<file path="src/rtl/hazard_ctrl_pkg.sv">
`default_nettype none
// ============================================================================
// Module   : hazard_ctrl_pkg
// Purpose  : Shared types for the pipeline hazard sequencer (states, control bundle).
// Revision : 1.0
// ============================================================================
package hazard_ctrl_pkg;

    localparam int REG_W_DEF = 4;

    typedef enum logic [1:0] {
        ST_RUN   = 2'd0,
        ST_IMISS = 2'd1,
        ST_DMISS = 2'd2,
        ST_HALT  = 2'd3
    } hz_state_e;

    typedef struct packed {
        logic pc_stall;
        logic if_id_stall;
        logic if_id_flush;
        logic id_ex_stall;
        logic id_ex_flush;
        logic ex_mem_stall;
        logic mem_wb_flush;
    } hz_ctrl_t;

    localparam hz_ctrl_t CTRL_NONE   = 7'b000_0000;
    // Hold PC and IF/ID, send a bubble into EX (load-use and fetch miss)
    localparam hz_ctrl_t CTRL_BUBBLE = 7'b110_0100;
    // Freeze everything upstream of WB, bubble into WB (data miss and halt)
    localparam hz_ctrl_t CTRL_FREEZE = 7'b110_1011;

    function automatic logic is_miss(input hz_state_e st);
        return (st == ST_IMISS) || (st == ST_DMISS);
    endfunction

endpackage
`default_nettype wire

</file>
<file path="src/rtl/hazard_detect.sv">
`default_nettype none
// ============================================================================
// Module   : hazard_detect
// Purpose  : Combinational load-use comparator between the ID sources and EX load.
// Revision : 1.0
// ============================================================================
module hazard_detect
    import hazard_ctrl_pkg::*;
#(
    parameter int REG_W = REG_W_DEF
) (
    input  logic [REG_W-1:0] id_rs,
    input  logic [REG_W-1:0] id_rt,
    input  logic             id_rs_used,
    input  logic             id_rt_used,
    input  logic             ex_memrd,
    input  logic [REG_W-1:0] ex_rd,
    output logic             load_use
);

    // Register 0 is compared like any other register.
    assign load_use = ex_memrd & ((id_rs_used & (id_rs == ex_rd)) |
                                  (id_rt_used & (id_rt == ex_rd)));

endmodule
`default_nettype wire

</file>
<file path="src/rtl/hazard_ctrl.sv">
`default_nettype none
// ============================================================================
// Module   : hazard_ctrl
// Purpose  : Stall/flush sequencer for the 5-stage pipeline (miss FSM, halt, watchdog).
//            Optional HAZARD_PERF_EN adds saturating lu/br/miss event counters.
// Revision : 1.0
// ============================================================================
module hazard_ctrl
    import hazard_ctrl_pkg::*;
#(
    parameter int REG_W = REG_W_DEF,
    parameter int TMO_W = 8
) (
    input  logic             clk,
    input  logic             rst_n,
    input  logic [REG_W-1:0] id_rs,
    input  logic [REG_W-1:0] id_rt,
    input  logic             id_rs_used,
    input  logic             id_rt_used,
    input  logic             ex_memrd,
    input  logic [REG_W-1:0] ex_rd,
    input  logic             id_br_taken,
    input  logic             id_hlt,
    input  logic             wb_hlt,
    input  logic             imem_miss,
    input  logic             imem_ready,
    input  logic             dmem_miss,
    input  logic             dmem_ready,
    output logic             pc_stall,
    output logic             if_id_stall,
    output logic             if_id_flush,
    output logic             id_ex_stall,
    output logic             id_ex_flush,
    output logic             ex_mem_stall,
    output logic             mem_wb_flush,
    output logic             halted,
    output logic             tmo_err
`ifdef HAZARD_PERF_EN
    ,
    output logic [15:0]      lu_cnt,
    output logic [15:0]      br_cnt,
    output logic [15:0]      miss_cnt
`endif
);

    localparam logic [TMO_W-1:0] WD_MAX = '1;

    hz_state_e        r_state;
    hz_state_e        w_state_nxt;
    hz_state_e        w_run_nxt;
    hz_ctrl_t         w_run_ctrl;
    hz_ctrl_t         w_ctrl;
    hz_ctrl_t         w_out;
    logic             w_load_use;
    logic             w_dm_req;
    logic             w_im_req;
    logic [TMO_W-1:0] r_wd;
    logic             r_tmo;

    hazard_detect #(.REG_W(REG_W)) u_detect (
        .id_rs      (id_rs),
        .id_rt      (id_rt),
        .id_rs_used (id_rs_used),
        .id_rt_used (id_rt_used),
        .ex_memrd   (ex_memrd),
        .ex_rd      (ex_rd),
        .load_use   (w_load_use)
    );

    // A ready cycle behaves as RUN but must not re-trigger the miss it just closed.
    assign w_dm_req = dmem_miss & (r_state != ST_DMISS);
    assign w_im_req = imem_miss & (r_state != ST_IMISS);

    always_comb begin
        w_run_ctrl = CTRL_NONE;
        w_run_nxt  = ST_RUN;
        if (w_dm_req) begin
            w_run_ctrl = CTRL_FREEZE;
            w_run_nxt  = ST_DMISS;
        end else if (w_im_req) begin
            w_run_ctrl = CTRL_BUBBLE;
            w_run_nxt  = ST_IMISS;
        end else if (w_load_use) begin
            w_run_ctrl = CTRL_BUBBLE;
        end else begin
            w_run_ctrl.if_id_flush = id_br_taken;
            w_run_ctrl.pc_stall    = id_hlt;
        end
    end

    always_comb begin
        w_ctrl      = CTRL_NONE;
        w_state_nxt = r_state;
        if (wb_hlt || (r_state == ST_HALT)) begin
            w_ctrl      = CTRL_FREEZE;
            w_state_nxt = ST_HALT;
        end else begin
            case (r_state)
                ST_RUN: begin
                    w_ctrl      = w_run_ctrl;
                    w_state_nxt = w_run_nxt;
                end
                ST_DMISS: begin
                    if (dmem_ready) begin
                        w_ctrl      = w_run_ctrl;
                        w_state_nxt = w_run_nxt;
                    end else begin
                        w_ctrl = CTRL_FREEZE;
                    end
                end
                ST_IMISS: begin
                    if (dmem_miss || imem_ready) begin
                        w_ctrl      = w_run_ctrl;
                        w_state_nxt = w_run_nxt;
                    end else begin
                        w_ctrl = CTRL_BUBBLE;
                    end
                end
                default: begin
                    w_ctrl      = CTRL_FREEZE;
                    w_state_nxt = ST_HALT;
                end
            endcase
        end
    end

    // Stall wins over flush on the same register; everything quiet in reset.
    always_comb begin
        w_out = CTRL_NONE;
        if (rst_n) begin
            w_out             = w_ctrl;
            w_out.if_id_flush = w_ctrl.if_id_flush & ~w_ctrl.if_id_stall;
            w_out.id_ex_flush = w_ctrl.id_ex_flush & ~w_ctrl.id_ex_stall;
        end
    end

    always_ff @(posedge clk or negedge rst_n) begin
        if (!rst_n) begin
            r_state <= ST_RUN;
            r_wd    <= '0;
            r_tmo   <= 1'b0;
        end else begin
            r_state <= w_state_nxt;
            if (is_miss(r_state) && is_miss(w_state_nxt)) begin
                r_wd <= (r_wd == WD_MAX) ? r_wd : r_wd + TMO_W'(1);
            end else begin
                r_wd <= '0;
            end
            if (is_miss(r_state) && (r_wd >= WD_MAX - TMO_W'(1))) begin
                r_tmo <= 1'b1;
            end
        end
    end

    assign pc_stall     = w_out.pc_stall;
    assign if_id_stall  = w_out.if_id_stall;
    assign if_id_flush  = w_out.if_id_flush;
    assign id_ex_stall  = w_out.id_ex_stall;
    assign id_ex_flush  = w_out.id_ex_flush;
    assign ex_mem_stall = w_out.ex_mem_stall;
    assign mem_wb_flush = w_out.mem_wb_flush;
    assign halted       = (r_state == ST_HALT);
    assign tmo_err      = r_tmo;

`ifdef HAZARD_PERF_EN
    logic        w_run_path;
    logic        w_lu_evt;
    logic        w_br_evt;
    logic [15:0] r_lu_cnt;
    logic [15:0] r_br_cnt;
    logic [15:0] r_miss_cnt;

    assign w_run_path = ~wb_hlt & ((r_state == ST_RUN) ||
                                   ((r_state == ST_DMISS) && dmem_ready) ||
                                   ((r_state == ST_IMISS) && (dmem_miss || imem_ready)));
    assign w_lu_evt   = w_run_path & ~w_dm_req & ~w_im_req & w_load_use;
    assign w_br_evt   = w_run_path & ~w_dm_req & ~w_im_req & ~w_load_use & id_br_taken;

    always_ff @(posedge clk or negedge rst_n) begin
        if (!rst_n) begin
            r_lu_cnt   <= '0;
            r_br_cnt   <= '0;
            r_miss_cnt <= '0;
        end else begin
            if (w_lu_evt && (r_lu_cnt != 16'hFFFF)) r_lu_cnt <= r_lu_cnt + 16'd1;
            if (w_br_evt && (r_br_cnt != 16'hFFFF)) r_br_cnt <= r_br_cnt + 16'd1;
            if (is_miss(r_state) && (r_miss_cnt != 16'hFFFF)) r_miss_cnt <= r_miss_cnt + 16'd1;
        end
    end

    assign lu_cnt   = r_lu_cnt;
    assign br_cnt   = r_br_cnt;
    assign miss_cnt = r_miss_cnt;
`endif

endmodule
`default_nettype wire

</file>
<file path="config.mk">
export PLATFORM = sky130hd
export DESIGN_NAME = hazard_ctrl
export DESIGN_NICKNAME = d
export VERILOG_FILES = /design/src/rtl/hazard_ctrl_pkg.sv /design/src/rtl/hazard_detect.sv /design/src/rtl/hazard_ctrl.sv
export SDC_FILE = /design/constraint.sdc
export NUM_CORES = 1
export LEC_CHECK = 0
export BUFFER_PORTS_ARGS = -buffer_cell sky130_fd_sc_hd__buf_4
export CAP_MARGIN = 10
export CORE_MARGIN = 10
export CORE_UTILIZATION = 53
export DETAILED_ROUTE_END_ITERATION = 16
export PLACE_DENSITY_LB_ADDON = 0.05
export SLEW_MARGIN = 20
export SYNTH_ARGS = -nofsm -noshare
export SYNTH_HDL_FRONTEND = slang
export SYNTH_HIERARCHICAL = 1
export SYNTH_SLANG_ARGS = --single-unit
</file>
<file path="constraint.sdc">
create_clock -name clk -period 5.18 [get_ports clk]
set_input_delay 0.259 -clock clk [delete_from_list [all_inputs] [get_ports clk]]
set_output_delay 0.259 -clock clk [all_outputs]
set_load 0.005 [all_outputs]
</file>
==> run summary <==
area grow syn2layout = 29.7%
DP Wirelength = 2.17 mm
Synth area leaders = dfrtp_1 (28%), ha_1 (7.6%), xor2_1 (6.2%), o211ai_1 (3.8%), nand3_1 (3.0%)
RSZ-0062 raised after global routing = no
crit start category = flip-flop
FF-to-FF Start = r_state[0]
R2R depth = 6
RR Endpoint = r_wd[6]
IO Count = 33
PD cells = 183 nW/um2
Final Cycle Share = 44.1%
share of cells above drive strength 1 = 30.5%
most common cell after layout, fill and taps aside = buf_4
first-pass GRT wire length = 4.22 mm
Worst EP required = 4.92 ns
hold slack = 0.377 ns
worst rel slew slack = 63.4%
syn_area_per_cell = 9.29 um2
fraction of the yosys area taken by sequential cells = 28.0%
die area = 3980 um2
maximum clock path buffer count = 2
Lkg Pwr = 0.534 nW
share of the synthesized area in the top cell type = 28.0%
Clock Tree Root = clkbuf_4
Worst VDD drop = 131 uV
Clock Skews = 0.00721 ns
clock sinks = 11
Final Hold Vio Count = 0
synth unique cells = 40
asr flop ratio synth = 100%
Post-Syn Instances = 106
clock period minus worst slack = 2.29 ns
setup repair bufs after CTS = 0
DIE HEIGHT = 63.1 um
CTS tree = built
EDFF count, synth = 0
Num CTS Buffers = 3
Yosys warning total = 6
Critical Path AT = 2.03 ns
Slew @ Worst Pin = 0.541 ns
H-Tree Depth = 1
vias = 957
Initial Utilization = 56.4%
Top FF cell, synth = dfrtp_1
gr ovfl total = 0
Max Cap Violations = 0
post-synth top area cell = dfrtp_1
HP Class = input port to async pin
diodes inserted = 0
placement-stage cell area = 1240 um2
Die Wd = 63.1 um
Mapped Nets = 136
cell row count = 15
clk slew on worst S/H paths = 0.07 ns
commonest cells after routing, fill and taps aside = buf_4 (32), dfrtp_1 (11), inv_1 (7), xor2_1 (7)
worst-path maximum fanout = 6
max frequency = 437 MHz
Antenna Nets Post-Route = 0
critical path type = flip-flop to primary output
Core Util, Final = 73.2%
Critical Path Sink Type = primary output
number of synthesized register bits = 11
core box area = 1750 um2
Setup TNS Final = 0 ns
mapped cell area = 985 um2
DR vias/cell = 5.77
Max Slew Vio Count = 0
Initial DRT Pass Iterations = 4
initial antenna violation count = 0
Iteration-0 DRC Markers = 24
drt drc = 0
# setup viols final = 0
r2r setup slk = 3.20 ns
WL final = 2.66 mm
vias in the first global route = 869
GRT Util Overall = 13.1%
GPL Wtd Cong = 0.854
design area = 1280 um2
outcome = complete, no violations
Layout Nets = 172
Skew-Pair Late Insertion Delay = 0.27 ns
largest net degree at the start of global routing = 17
Routed wire per std cell = 16.0 um
IO buf count = 32
area by class of cell:
class	count	area, um2
repair buffers	33	250
flip-flops and latches	11	275
multi-input cells	86	668
well taps	25	31.3
inverters	7	26.3
clock buffers	4	26.3
fillers	147	468
synthesized netlist by cell type (all sizes together), types with 2 or more instances:
cell type / instances
a21oi: 4
inv: 7
o21ai: 7
xnor2: 3
nand3: 6
ha: 6
a21boi: 2
nand2: 5
o21a: 2
nor2b: 2
dfrtp: 11
nand2b: 4
nand4: 4
o211ai: 6
xor2: 7
a211oi: 4
buf: 2
nor2: 4
nand3b: 2
critical path, cell delays in order (launching register included):
cell and delay [ns]:
dfrtp_1 0.40, inv_1 0.08, ha_1 0.26, nor2b_1 0.18, nor4_1 0.46, a21boi_0 0.20
buf_4 0.18
worst max-delay path by stage:
| stage | start | endpoint | slack [ns] | cells past startpoint |
|---|---|---|---|---|
| 5_1_grt | r_state[0] | if_id_stall | 2.74 | 6 |
| 6_report | r_state[0] | if_id_stall | 2.89 | 6 |
| 3_5_place_dp | r_state[1] | r_wd[6] | 3.20 | 6 |
| 4_1_cts | r_state[0] | if_id_stall | 2.90 | 6 |
| 2_1_floorplan | r_state[1] | r_wd[6] | 3.34 | 6 |
| 3_3_place_gp | r_state[0] | if_id_flush | 3.26 | 7 |
kinds of logic (layout without fill, tap and decap cells):
logic type,count (synthesis),after routing,share of synthesized area (%)
simple gates,35,35,21.2
compound gates,34,34,29.1
flops,11,11,28.0
xor+xnor,10,10,8.90
buf+inv,9,44,4.19
fa+ha+maj,6,6,7.62
mux,1,1,1.02
power by group:
part | leakage [nW] | internal (W) | switching, W
combinational | 0.375 | 0.0000400 | 0.0000444
sequential | 0.144 | 0.0000880 | 0.00000228
clock | 0.0150 | 0.0000299 | 0.0000294
per-layer routing:
metal	wire length (um)	up-vias	track usage [%]
li1	-	473	-
met1	1200	451	15.7
met2	1310	29	21.1
met3	127	4	4.95
met4	21	0	3.91
met5	0	-	0
per-stage QoR:
| step | std cells | power [W] | setup slack, ns |
|---|---|---|---|
| after detailed placement | 161 | 0.000175 | 3.20 |
| after CTS | 166 | 0.000237 | 2.90 |
| after global placement | 161 | 0.000173 | 3.26 |
| final | 166 | 0.000234 | 2.89 |
| after global routing | 166 | 0.000250 | 2.74 |
| after floorplan | 106 | 0.000140 | 3.34 |
registers in the layout (all words and copies together) (netlist names):
name and count:
r_state 2, r_wd 8, tmo_err 1
timing repair:
item	4_1_cts	5_1_grt
hold buffers	1	0
hold endpoints to repair	11	0
resized for setup	0	0
Power figures use the tool's default switching activity.
